File: src/rtl/tdm_transmit_if.sv
// Sample-frame handshake between a frame producer and the TDM transmitter.
// The producer offers a full frame; the transmitter takes it when its holding register is empty.
interface tdm_transmit_if #(
    parameter int SLOTS     = 4,
    parameter int BIT_WIDTH = 24
);
    logic [SLOTS*BIT_WIDTH-1:0] sample_in;
    logic                       sample_valid_in;
    logic                       sample_ready_out;

    modport master (
        output sample_in,
        output sample_valid_in,
        input  sample_ready_out
    );

    modport slave (
        input  sample_in,
        input  sample_valid_in,
        output sample_ready_out
    );
endinterface

File: src/rtl/tdm_transmit.sv
// TDM serial transmitter: one ws cycle, then SLOTS slots of SLOT_CYCLES bits,
// MSB first, zero padded, with an optional idle gap before the next frame.
module tdm_transmit #(
    parameter int BIT_WIDTH   = 24,
    parameter int SLOTS       = 4,
    parameter int SLOT_CYCLES = 32,
    parameter int GAP_CYCLES  = 0
) (
    input  logic          sck,
    input  logic          rst_n_in,
    input  logic          enable_in,
    tdm_transmit_if.slave smp,
    output logic          ws_out,
    output logic          sd_out,
    output logic [2:0]    slot_out,
    output logic          frame_start_out,
    output logic          underflow_out
);

    localparam int FW = SLOTS * BIT_WIDTH;
    localparam int CW = $clog2(SLOT_CYCLES);
    localparam int GW = (GAP_CYCLES > 0) ? $clog2(GAP_CYCLES + 1) : 1;

    localparam logic [CW-1:0] B_LAST = CW'(SLOT_CYCLES - 1);
    localparam logic [CW-1:0] B_DATA = CW'(BIT_WIDTH);
    localparam logic [2:0]    S_LAST = 3'(SLOTS - 1);
    localparam logic [GW-1:0] G_LAST = GW'((GAP_CYCLES > 0) ? GAP_CYCLES - 1 : 0);

    typedef enum logic [1:0] {
        IDLE,
        SYNC,
        DATA,
        GAP
    } state_e;

    state_e          state_q, state_d;
    logic [CW-1:0]   bcnt_q, bcnt_d;
    logic [2:0]      slot_q, slot_d;
    logic [GW-1:0]   gap_q, gap_d;
    logic [FW-1:0]   hold_q, hold_d;
    logic            hold_full_q, hold_full_d;
    logic [FW-1:0]   shift_q, shift_d;
    logic            ws_q, ws_d;
    logic            sd_q, sd_d;
    logic [2:0]      slot_out_q, slot_out_d;
    logic            uf_q, uf_d;

    logic            boundary;
    logic            sync_entry;
    logic            emit;
    logic [FW-1:0]   hold_ordered;

    // Slot 0 goes to the top so the shift buffer always emits its MSB.
    always_comb begin
        hold_ordered = '0;
        for (int k = 0; k < SLOTS; k++) begin
            hold_ordered[(SLOTS-1-k)*BIT_WIDTH +: BIT_WIDTH] =
                hold_q[k*BIT_WIDTH +: BIT_WIDTH];
        end
    end

    always_comb begin
        state_d  = state_q;
        bcnt_d   = bcnt_q;
        slot_d   = slot_q;
        gap_d    = gap_q;
        boundary = 1'b0;
        unique case (state_q)
            IDLE: begin
                if (enable_in) state_d = SYNC;
            end
            SYNC: begin
                state_d = DATA;
                bcnt_d  = '0;
                slot_d  = '0;
            end
            DATA: begin
                if (bcnt_q == B_LAST) begin
                    bcnt_d = '0;
                    if (slot_q == S_LAST) begin
                        slot_d = '0;
                        if (GAP_CYCLES > 0) begin
                            state_d = GAP;
                            gap_d   = '0;
                        end else begin
                            boundary = 1'b1;
                        end
                    end else begin
                        slot_d = slot_q + 3'd1;
                    end
                end else begin
                    bcnt_d = bcnt_q + CW'(1);
                end
            end
            GAP: begin
                if (gap_q == G_LAST) boundary = 1'b1;
                else gap_d = gap_q + GW'(1);
            end
            default: state_d = IDLE;
        endcase
        if (boundary) state_d = enable_in ? SYNC : IDLE;
    end

    // Outputs are computed for the state being entered so they can be registered.
    always_comb begin
        sync_entry  = (state_d == SYNC);
        emit        = (state_d == DATA) && (bcnt_d < B_DATA);
        hold_d      = hold_q;
        hold_full_d = hold_full_q;
        shift_d     = shift_q;
        if (sync_entry) begin
            shift_d     = hold_full_q ? hold_ordered : '0;
            hold_full_d = 1'b0;
        end else if (emit) begin
            shift_d = shift_q << 1;
        end
        // No bypass: a frame accepted on a SYNC edge waits for the next frame.
        if (smp.sample_valid_in && !hold_full_q) begin
            hold_d      = smp.sample_in;
            hold_full_d = 1'b1;
        end
        ws_d       = sync_entry;
        uf_d       = sync_entry && !hold_full_q;
        sd_d       = emit ? shift_q[FW-1] : 1'b0;
        slot_out_d = (state_d == DATA) ? slot_d : 3'd0;
    end

    always_ff @(posedge sck or negedge rst_n_in) begin
        if (!rst_n_in) begin
            state_q     <= IDLE;
            bcnt_q      <= '0;
            slot_q      <= '0;
            gap_q       <= '0;
            hold_q      <= '0;
            hold_full_q <= 1'b0;
            shift_q     <= '0;
            ws_q        <= 1'b0;
            sd_q        <= 1'b0;
            slot_out_q  <= '0;
            uf_q        <= 1'b0;
        end else begin
            state_q     <= state_d;
            bcnt_q      <= bcnt_d;
            slot_q      <= slot_d;
            gap_q       <= gap_d;
            hold_q      <= hold_d;
            hold_full_q <= hold_full_d;
            shift_q     <= shift_d;
            ws_q        <= ws_d;
            sd_q        <= sd_d;
            slot_out_q  <= slot_out_d;
            uf_q        <= uf_d;
        end
    end

    assign smp.sample_ready_out = !hold_full_q;
    assign ws_out               = ws_q;
    assign sd_out               = sd_q;
    assign slot_out             = slot_out_q;
    assign frame_start_out      = ws_q;
    assign underflow_out        = uf_q;

endmodule

File: src/flat_wrapper.sv
// flat-port wrapper written by rule: the top's interface ports become plain ports
module tdm_transmit_flat 
#(
    parameter int BIT_WIDTH   = 24,
    parameter int SLOTS       = 4,
    parameter int SLOT_CYCLES = 32,
    parameter int GAP_CYCLES  = 0
)
  (sck, rst_n_in, enable_in, ws_out, sd_out, slot_out, frame_start_out, underflow_out, smp_sample_in, smp_sample_valid_in, smp_sample_ready_out);
  tdm_transmit_if #(.SLOTS(SLOTS), .BIT_WIDTH(BIT_WIDTH)) smp_i ();
  input  logic sck;
  input  logic rst_n_in;
  input  logic enable_in;
  output logic ws_out;
  output logic sd_out;
  output logic [2:0] slot_out;
  output logic frame_start_out;
  output logic underflow_out;
  input wire logic [$bits(smp_i.sample_in)-1:0] smp_sample_in;
  input wire logic [$bits(smp_i.sample_valid_in)-1:0] smp_sample_valid_in;
  output wire logic [$bits(smp_i.sample_ready_out)-1:0] smp_sample_ready_out;
  assign smp_i.sample_in = smp_sample_in;
  assign smp_i.sample_valid_in = smp_sample_valid_in;
  assign smp_sample_ready_out = smp_i.sample_ready_out;
  tdm_transmit #(.BIT_WIDTH(BIT_WIDTH), .SLOTS(SLOTS), .SLOT_CYCLES(SLOT_CYCLES), .GAP_CYCLES(GAP_CYCLES)) u_core (.sck(sck), .rst_n_in(rst_n_in), .enable_in(enable_in), .smp(smp_i), .ws_out(ws_out), .sd_out(sd_out), .slot_out(slot_out), .frame_start_out(frame_start_out), .underflow_out(underflow_out));
endmodule
File: config.mk
export PLATFORM = sky130hd
export DESIGN_NAME = tdm_transmit_flat
export DESIGN_NICKNAME = d
export VERILOG_FILES = /design/src/rtl/tdm_transmit_if.sv /design/src/rtl/tdm_transmit.sv /design/src/flat_wrapper.sv
export SDC_FILE = /design/constraint.sdc
export NUM_CORES = 1
export LEC_CHECK = 0
export ABC_CLOCK_PERIOD_IN_PS = 2590
export CAP_MARGIN = 30
export CORE_MARGIN = 2
export CORE_UTILIZATION = 42
export CTS_CLUSTER_SIZE = 20
export DETAILED_ROUTE_END_ITERATION = 6
export PLACE_DENSITY = 0.64
export SKIP_CTS_REPAIR_TIMING = 1
export SYNTH_ARGS = -nofsm -noshare
export SYNTH_HDL_FRONTEND = slang
export SYNTH_SLANG_ARGS = --single-unit
File: constraint.sdc
create_clock -name sck -period 2.59 [get_ports sck]
set_clock_uncertainty 0.1 [all_clocks]
set_input_delay 0.6475 -clock sck [delete_from_list [all_inputs] [get_ports sck]]
set_output_delay 0.6475 -clock sck [all_outputs]
set_load 0.01 [all_outputs]
# Word level (Yosys, flattened, before mapping)
# Index checks and enable logic that the tools add are counted.
# W data, S select, Z words.
totals:
  register_bits: 210
  latchBits: 0
  mem_bits_rw: 0
  mem_bits_ro: 0
  input_bits: 100
  output_inout_bits: 8
  elab_cells: 50
  n_memories: 0
classes:
  n_addsub: 3
  n_mul: 0
  n_div: 0
  n_lt_le_gt_ge: 1
  eq_ne: 7
  shifts: 0
  mux: 21
  bitwise: 0
  reduce_logical: 7
ops:
  columns: ["cell", "count"]
  rows:
  - ["$mux W96", 3]
  - ["$pmux W5 S2", 1]
  - ["$mux W3", 3]
  - ["$mux W1", 8]
  - ["$eq A2 B2 Y1 const B", 3]
  - ["$pmux W3 S2", 1]
  - ["$add A5 B1 Y5 const B", 1]
  - ["$eq A5 B5 Y1 const B", 1]
  - ["$lt A5 B5 Y1 const B", 1]
  - ["$mux W5", 1]
  - ["$eq A2 B1 Y1 const B", 2]
  - ["$mux W2", 2]
  - ["$pmux W2 S2", 1]
  - ["$reduce_bool A2 Y1", 2]
  - ["$add A3 B1 Y3 const B", 1]
  - ["$eq A3 B2 Y1 const B", 1]
  - ["$logic_and A1 B1 Y1", 3]
  - ["$logic_not A2 Y1", 1]
  - ["$pmux W1 S2", 1]
  - ["$add A1 B1 Y1 const B", 1]
  - ["$logic_not A1 Y1", 1]

# Depth between registers and ports, before layout
# Gate-level depths: netlist of run 1.
logic_depth:
  ltp_word: 9
  ltp_mapped: 11

# Worst setup path after synthesis of run 1
# No wires, ideal clock.
synth_path:
  path_type: "reg2reg"
  from: "reg u_core.bcnt_q[0]"
  to: "reg u_core.shift_q[30]"
  setup_time_ps: 137
  t_arrival_ps: 2145
  required_ps: 2353
  path_slack_ps: 208
  path_stages_with_launch: 12
  n_path_buf: 3
  synth_period_minus_slack_ps: 2382
  cell_sequence: "dfrtp_1 ha_1 and3_1 ha_1 nand4b_1 nand2_1 o41a_1 buf_6 buf_6 buf_6 nand2_1 o221ai_1"
synth_between:
  elab_chain_len: 7
synth_rtl:
  columns: ["element", "line", "source"]
  rows:
  - ["start, declared", "tdm_transmit.sv:37", "logic [CW-1:0] bcnt_q, bcnt_d;"]
  - ["start signal, assigned", "tdm_transmit.sv:143", "bcnt_q <= bcnt_d;"]
  - ["branches (longest 7 deep; another with $add A5 B1 Y5)", null, null]
  - ["end signal, assigned", "tdm_transmit.sv:148", "shift_q <= shift_d;"]
  - ["end, declared", "tdm_transmit.sv:42", "logic [FW-1:0] shift_q, shift_d;"]
# Several ways; the timed one is not identified.
# A chain may end at the register's enable or synchronous reset.

# Final worst setup path of run 1
layout_path:
  from: "reg u_core.bcnt_q[0]"
  to: "reg u_core.shift_q[31]"
# Same word-level chain as after synthesis.

==> results of run 1 <==
cell type report:
class	count	share of cell area
Timing Repair Buffer	148	0.1467
Multi-Input combinational cell	532	0.2992
Inverter	9	0.002932
Clock buffer	38	0.06179
Tap cell	275	0.02986
Sequential cell	209	0.4543
Clock inverter	2	0.005212
critical path, cell delays in order (launching register included):
cell and delay, ns:
dfrtp_1 0.39, ha_1 0.21, and3_1 0.18, ha_1 0.19, buf_4 0.15, nand2b_1 0.20
nand2_2 0.13, a311oi_4 0.10, buf_6 0.16, buf_12 0.15, buf_4 0.16, nand2_1 0.11
o221ai_1 0.12
worst max-delay path by stage:
stage | end | slack [ns]
final | u_core.shift_q[31] | 0.1
after floorplan | u_core.shift_q[30] | 0.21
after global routing | u_core.shift_q[60] | -0.03
after CTS | u_core.shift_q[78] | 0.02
after global placement | u_core.shift_q[90] | -0.05
after detailed placement | u_core.shift_q[78] | -0.09
layout by cell type (no fill, tap or decap), drive strengths merged, types with 4 or more instances in the layout:
| master | n |
|---|---|
| mux2 | 96 |
| buf | 36 |
| o221ai | 95 |
| nor2b | 4 |
| ha | 7 |
| dfrtp | 209 |
| o21ai | 5 |
| clkdlybuf4s50 | 106 |
| clkbuf | 44 |
| inv | 9 |
| nand2 | 294 |
| nand3 | 4 |
stage by stage:
step / area (um^2) / instances / util
6_report: 11520 / 1213 / 0.5447
5_1_grt: 11520 / 1213 / 0.5447
4_1_cts: 11290 / 1201 / 0.5335
3_5_place_dp: 10510 / 1161 / 0.4970
3_3_place_gp: 10510 / 1161 / 0.4970
2_1_floorplan: 9097 / 817 / -
metal layers:
layer / GRT usage / up-vias / part of all wire
met5: 0 / - / 0
met4: 0.03224 / 0 / 0.014
met3: 0.03042 / 19 / 0.053
met2: 0.2466 / 142 / 0.45
met1: 0.2271 / 3092 / 0.48
li1: - / 3051 / -
state kept, by name (all words and copies together), names as in the netlist:
signal,cells
u_core.hold_q,96
u_core.shift_q,96
u_core.bcnt_q,5
u_core.slot_out,3
u_core.slot_q,3
u_core.state_q,2
u_core.frame_start_out,1
u_core.hold_full_q,1
u_core.sd_out,1
u_core.underflow_out,1
where the power goes:
group / switching [W] / internal (W)
registers: 0.000775 / 0.00476
clock network: 0.00124 / 0.00206
logic: 0.00334 / 0.00319
cells by family after synthesis:
family / count (synthesis) / synth area share
mux: 97 / 0.1199
buf+inv: 76 / 0.04992
compound gates: 113 / 0.1093
xor+xnor: 3 / 0.002889
fa+ha+maj: 7 / 0.009627
simple gates: 312 / 0.1334
flops: 209 / 0.5749
==> results.toml, run 1 <==
[place]
dp_hpwl_mm = 11.23
globalplace.congestion = 0.7445
pre_cts_slack_ns = -0.09402
portBuffers = 107

[layout]
layout-area-overhead-vs-synth_pct = 26.65
layout-drive-gt1-share = 0.1983
regArea_mm2 = 0.005235
n_fill_cell = 1846
nNetsFinal = 1030
antenna_cells = 0
multiInputGateArea_mm2 = 0.003447

[worst_setup_path]
critPathCaptureType = "register"
r2r_setup_slack_ns = 0.1
r2r-end = "u_core.shift_q[31]"
critPathMaxFanout = 6
reg2regPathDepth = 12
arrival_ns = 2.75
crit_path_start = "u_core.bcnt_q[0]"
cp_data_required_time_ns = 2.85
r2r-start = "u_core.bcnt_q[0]"
cp-start-kind = "register"
worstSetupPathType = "register to register"

[clock_tree]
cts_sinks = 209
htreeDepth = 1
clock_path_buffers = 3
cts_root_buffer = "clkbuf_16"
cts_tree = "built"
clk_pin_slew_ns = 0.06
clock_latency_ns = 0.50
cts_inserted_buffers = 23

[pwr]
power_density_mw_per_mm2 = 1333
vdd_ir_drop_max_v = 0.0006368
power_w = 0.01536
p_leak_nw = 4.956

[global_route]
grt_max_degree = 75
grt_util_all_layers = 0.1566
grt_pass1_wl_mm = 29.16
grt-ovfl-total = 0
antenna_found_initial = 0
grt_pass1_vias = 5908

[die]
core_area_mm2 = 0.02115
fp.dieW_um = 151.2
std_cell_rows = 53
ios = 108
die_area_mm2 = 0.02285
die_height_um = 151.2
start_util = 0.4301

[synthesis]
synth_edf_count = 0
synth_nets = 924
synthArstFlopShare = 1.000
yosysWarnings = 0
synth_flop_cell = "dfrtp_1"
yosysTopAreaCell = "dfrtp_1"
synthTopCellsByArea = "dfrtp_1, nand2_1, mux2_2"
syn-cell-area_mm2 = 0.009097
synth_most_common_cell = "nand2_1"
syn_area_per_cell_um2 = 11.14
synthCells = 817
synth_cell_types = 34
synthDominantCellAreaShare = 0.5749
synthTopCellsByCount = "nand2_1, dfrtp_1, mux2_2, o221ai_1, buf_2"
synth_seq_cells = 209
ys_seq_area_frac = 0.5749

[sta]
tightest_slew_ns = 0.6908
layout_setup_ws_ns = 0.09918
period_share = 0.9617
setup-violations-final = 0
max_freq_ghz = 0.4015
fin_crit_ns = 2.491
final-hold-violation-count = 6
drv_slew = 0
setup_tns_ns = 0
whs_ns = -0.004175
relSlewSlack = 0.5395

[routing]
wl_per_cell_um = 15.46
drcViolationCount = 0
drtAntennaViolNets = 0
post_drt_via_cell_ratio = 5.197
via_count = 6304
first_pass_iters = 6
wl_mm = 18.75
drt_iter0_markers = 397

[hold_path]
hold_class = "input pin to asynchronous set/reset pin"

[run_status]
violations = "negative hold slack"
status = "finished with violations"

[job]
max_cap_violations = 0
Power figures use the tool's default switching activity.
==> inputs of run 2 (changes only) <==
--- a/config.mk
+++ b/config.mk
@@ -14,2 +14,3 @@
 export PLACE_DENSITY = 0.64
+export REMOVE_ABC_BUFFERS = 1
 export SKIP_CTS_REPAIR_TIMING = 1
==> constraint.sdc (replaced) <==
create_clock -name sck -period 2.59 [get_ports sck]
set_clock_uncertainty 0.1 [all_clocks]
set_input_delay 0.518 -clock sck [delete_from_list [all_inputs] [get_ports sck]]
set_output_delay 0.518 -clock sck [all_outputs]
set_load 0.01 [all_outputs]
==> run 2 against run 1 <==
The run now ends clean. Critical path type unchanged. Final cell count up 0.25%. Critical path depth decreased by 2. Die area did not move. Sequential power about the same. Register-to-register slack about the same. Non-clock buffer count grew 1. Count of clock-buffer cells in the layout decreased by 8. Global-route usage is essentially flat. First-iteration DRC count is 5.5% lower.
==> results.toml, run 2 (synthesis gave the netlist of run 1 again) <==
[run_status]
status = "finished, final reports clean"

[sta]
period_share = 0.9603
max_freq_ghz = 0.4021
drv_slew = 0
setup-violations-final = 0
tightest_slew_ns = 0.9573
layout_setup_ws_ns = 0.1028
relSlewSlack = 0.3618
setup_tns_ns = 0
fin_crit_ns = 2.487
final-hold-violation-count = 0

[layout]
post-route-util = 0.5485
layout_common_cells = "nand2_1, dfrtp_1, clkdlybuf4s50_1"
top_regs = "u_core.hold_q (96), u_core.shift_q (96), u_core.bcnt_q (5)"
final_common_cell = "nand2_1"
layout-drive-gt1-share = 0.2051
antenna_cells = 0
layout-area-overhead-vs-synth_pct = 27.55
nNetsFinal = 1031

[pwr]
p_switching_w = 0.005495
p_comb_frac = 0.436
pwr-share-seq = 0.355
vdd_ir_drop_max_v = 0.0005168
p_clk_frac = 0.210
power.internal_w = 0.01005
p_leak_nw = 4.989
power_density_mw_per_mm2 = 1340
switching_share = 0.3535

[worst_setup_path]
cp-start-kind = "register"
worstSetupPathType = "register to register"
critPathCaptureType = "register"
critical_path.cell_chain = "ha_1, and3_1, ha_2, nand4b_1, o211ai_1, a311oi_4, buf_4, clkbuf_16, clkbuf_16, o221ai_1"
critPathSlowestCell = "dfrtp_1"
arrival_ns = 2.76
reg2regPathDepth = 10
cp_data_required_time_ns = 2.86
cp_num_cells = 10
crit_buf_inv = 3
crit_top_cell = "clkbuf_16"
cp_top_family = "compound AO/OA/AOI/OAI gates"
critPathMaxFanout = 11
critical_path.max_stage_delay_ns = 0.39

[global_route]
grt_max_degree = 92
grt_pass1_wl_mm = 29.36
grt_pass1_vias = 6034
antenna_found_initial = 0
grt-ovfl-total = 0
grt_util_all_layers = 0.1566

[clock_tree]
htreeDepth = 1
clk_pin_slew_ns = 0.06
cts_tree = "built"
cts_root_buffer = "clkbuf_16"
cts_sinks = 209
clock_latency_ns = 0.51
cts_inserted_buffers = 23
clock_path_buffers = 3

[die]
start_util = 0.4301
die_area_mm2 = 0.02285
fp.dieW_um = 151.2
std_cell_rows = 53
ios = 108
core_area_mm2 = 0.02115
die_height_um = 151.2

[routing]
first_pass_iters = 4
post_drt_via_cell_ratio = 5.255
wl_mm = 19.22
wl_per_cell_um = 15.81
drcViolationCount = 0
drt_iter0_markers = 375
drtAntennaViolNets = 0
via_count = 6390

[place]
pre_cts_slack_ns = 0.03241
dp_hpwl_mm = 10.67
globalplace.congestion = 0.7016
portBuffers = 107

[hold_path]
hold_class = "register to register"
worstHoldPathCells = 2

[job]
max_cap_violations = 0
==> run 2: changes by cell type in the layout (fill, tap and decap cells not counted), sizes merged <==
cell,delta
inv,+1
clkinv,+8
dlygate4sd3,+1
buf,-4
clkinvlp,+1
clkbuf,-4
==> run 2: final timing paths <==
check | start | endpoint | slack (ns)
worst max-delay path | u_core.bcnt_q[1] | u_core.shift_q[94] | 0.10
min in group asynchronous | rst_n_in | u_core.shift_q[81] | 0.48
worst min register to register | u_core.shift_q[61] | u_core.shift_q[62] | 0.38
max in group asynchronous | rst_n_in | u_core.shift_q[89] | 1.22
worst min-delay path | u_core.shift_q[61] | u_core.shift_q[62] | 0.38
worst max register to register | u_core.bcnt_q[1] | u_core.shift_q[94] | 0.10
==> run 2: worst reg2reg max path: stages (launching register included) <==
cell and delay (ns):
dfrtp_1 0.39, ha_1 0.19, and3_1 0.18, ha_2 0.18, nand4b_1 0.13, o211ai_1 0.20, a311oi_4 0.34, buf_4 0.20
clkbuf_16 0.17, clkbuf_16 0.17, o221ai_1 0.10
==> run 2: power by group through the flow <==
stage	Clock [W]	Sequential (W)	Combinational [W]
6_report	0.00326	0.00552	0.00677
3_5_place_dp	0	0.00556	0.00571
5_1_grt	0.00349	0.00569	0.00752
2_1_floorplan	0	0.00543	0.00313
3_3_place_gp	0	0.00553	0.00556
4_1_cts	0.00335	0.00552	0.00572
==> run 2: final cells by class <==
| class | count | area (um^2) |
|---|---|---|
| tap | 275 | 344.1 |
| inverter | 9 | 33.78 |
| sequential | 209 | 5234 |
| timing repair buffer | 149 | 1773 |
| fill | 1836 | 9550 |
| clock buffer | 30 | 641.9 |
| clock inverter | 12 | 120.1 |
| multi-input combinational | 532 | 3457 |
==> run 2: layer usage <==
| metal | share of wire | track usage | routed length, um |
|---|---|---|---|
| met1 | 0.47 | 0.2185 | 9038 |
| met2 | 0.47 | 0.2523 | 9002 |
| met3 | 0.044 | 0.03102 | 850 |
| met4 | 0.017 | 0.03972 | 329 |
| met5 | 0 | 0 | 0 |
==> run 2: through the flow <==
stage / area (um^2) / power (W) / cells / hold WS (ns)
floorplan: 8677 / 0.008553 / 750 / 0.1224
global placement: 10450 / 0.01109 / 1156 / 0.3620
detailed placement: 10450 / 0.01127 / 1156 / 0.3656
CTS: 11210 / 0.01458 / 1198 / -0.1057
global route: 11600 / 0.01669 / 1216 / 0.4008
finish: 11600 / 0.01554 / 1216 / 0.3752
==> inputs of run 3 (changes only) <==
Settings changed: MAX_ROUTING_LAYER set to met4.
==> run 3 against run 2 <==
Non-clock buffer count unchanged. Total power about the same. First-iteration DRC count decreased by 0.27%. Routed wire length decreased by 0.25%. Largest power group unchanged. Die area unchanged. Critical path depth unchanged. Final area unchanged. Via count increased by 0.31%. Sequential share of layout area unchanged.
==> results.toml, run 3 (synthesis gave the netlist of run 1 again) <==
[worst_setup_path]
cp_top_family = "compound AO/OA/AOI/OAI gates"
reg2regPathDepth = 10
critical_path.max_stage_delay_ns = 0.39
r2r_setup_slack_ns = 0.11
arrival_ns = 2.75
cp_data_required_time_ns = 2.86
critPathSlowestCell = "dfrtp_1"
cp_num_cells = 10
worstSetupPathType = "register to register"
crit_path_start = "u_core.bcnt_q[1]"
critical_path.cell_chain = "ha_1, and3_1, ha_2, nand4b_1, o211ai_1, a311oi_4, buf_4, clkbuf_16, clkbuf_16, o221ai_1"
cp-start-kind = "register"
r2r-start = "u_core.bcnt_q[1]"
r2r-end = "u_core.shift_q[94]"
critPathCaptureType = "register"
crit_end = "u_core.shift_q[94]"
crit_buf_inv = 3
crit_top_cell = "clkbuf_16"
critPathMaxFanout = 11

[sta]
max_freq_ghz = 0.4037
tightest_slew_ns = 0.9451
relSlewSlack = 0.3699
setup-violations-final = 0
period_share = 0.9564
fin_crit_ns = 2.477
final-hold-violation-count = 0
drv_slew = 0
whs_ns = 0.3791
setup_tns_ns = 0

[place]
portBuffers = 107
globalplace.congestion = 0.7116
dp_hpwl_mm = 10.67

[pwr]
pwr-share-seq = 0.355
vdd_ir_drop_max_v = 0.0005164
switching_share = 0.3533
p_switching_w = 0.005489
power.internal_w = 0.01005
power_density_mw_per_mm2 = 1339
p_comb_frac = 0.435
p_leak_nw = 4.989
p_clk_frac = 0.210

[clock_tree]
clock_latency_ns = 0.52
cts_inserted_buffers = 23
cts_tree = "built"
htreeDepth = 1
cts_root_buffer = "clkbuf_16"
cts_sinks = 209
clk_pin_slew_ns = 0.06
clock_path_buffers = 3

[routing]
via_count = 6410
wl_per_cell_um = 15.77
drt_iter0_markers = 374
drcViolationCount = 0
first_pass_iters = 5
drtAntennaViolNets = 0
wl_mm = 19.17
post_drt_via_cell_ratio = 5.271

[global_route]
grt-ovfl-total = 0
antenna_found_initial = 0
grt_util_all_layers = 0.1614
grt_pass1_wl_mm = 29.37
grt_max_degree = 92
grt_pass1_vias = 6036

[die]
die_area_mm2 = 0.02285
fp.dieW_um = 151.2
ios = 108
core_area_mm2 = 0.02115
start_util = 0.4301
die_height_um = 151.2
std_cell_rows = 53

[run_status]
status = "finished, final reports clean"

[layout]
layout-drive-gt1-share = 0.2051
top_regs = "u_core.hold_q (96), u_core.shift_q (96), u_core.bcnt_q (5)"
nNetsFinal = 1031
n_fill_cell = 1836
final_common_cell = "nand2_1"
antenna_cells = 0
layout_common_cells = "nand2_1, dfrtp_1, clkdlybuf4s50_1"
layout-area-overhead-vs-synth_pct = 27.55

[hold_path]
hp-start = "u_core.shift_q[61]"
hold_class = "register to register"

[job]
max_cap_violations = 0
-- run 3: cell counts in the layout (fill, tap and decap cells not counted) --
Identical to the previous run, type by type.
-- run 3: through the flow --
| stage | setup slack [ns] | instances | cell area, um^2 | util | power, W |
|---|---|---|---|---|---|
| final | 0.1128 | 1216 | 11600 | 0.5485 | 0.01554 |
| after global placement | 0.07360 | 1156 | 10450 | 0.4941 | 0.01109 |
| after detailed placement | 0.03241 | 1156 | 10450 | 0.4941 | 0.01127 |
| after CTS | 0.03128 | 1198 | 11210 | 0.5301 | 0.01458 |
| after floorplan | -5.675 | 750 | 8677 | - | 0.008553 |
| after global routing | -0.04856 | 1216 | 11600 | 0.5485 | 0.01670 |
-- run 3: layout make-up --
| type | instances | area (um^2) | share of cell area |
|---|---|---|---|
| Clock buffer | 30 | 641.9 | 0.05532 |
| Timing Repair Buffer | 149 | 1773 | 0.1528 |
| Multi-Input combinational cell | 532 | 3457 | 0.2979 |
| Clock inverter | 12 | 120.1 | 0.01035 |
| Sequential cell | 209 | 5234 | 0.4510 |
| Tap cell | 275 | 344.1 | 0.02965 |
| Inverter | 9 | 33.78 | 0.002911 |
-- run 3: how the worst min path moves through the flow --
stage	to	slack [ns]	cells past startpoint
global route	u_core.shift_q[69]	0.40	2
CTS	u_core.hold_q[43]	-0.11	1
floorplan	u_core.bcnt_q[0]	0.12	0
global placement	u_core.shift_q[74]	0.36	2
detailed placement	u_core.shift_q[81]	0.37	2
finish	u_core.shift_q[62]	0.38	2
-- run 3: worst min-delay path, delay by kind of cell (launching register included) --
family	cells	cell delay (ns)
AOI/OAI and AO/OA	1	0.06
and+or+nand+nor	1	0.05
DFF	1	0.34
-- run 3: layer usage --
metal | wire length (um) | vias up | global-route usage | part of all wire
met5 | 0 | - | - | 0
met4 | 378 | 0 | 0.03972 | 0.020
met3 | 951 | 26 | 0.03012 | 0.050
met2 | 8966 | 143 | 0.2525 | 0.47
met1 | 8875 | 3179 | 0.2195 | 0.46
li1 | - | 3062 | - | -
-- run 3: power by group through the flow --
stage / clock (W) / combinational, W / sequential [W]
final: 0.00326 / 0.00676 / 0.00552
after CTS: 0.00335 / 0.00572 / 0.00552
after floorplan: 0 / 0.00313 / 0.00543
after global routing: 0.00349 / 0.00752 / 0.00569
after global placement: 0 / 0.00556 / 0.00553
after detailed placement: 0 / 0.00571 / 0.00556
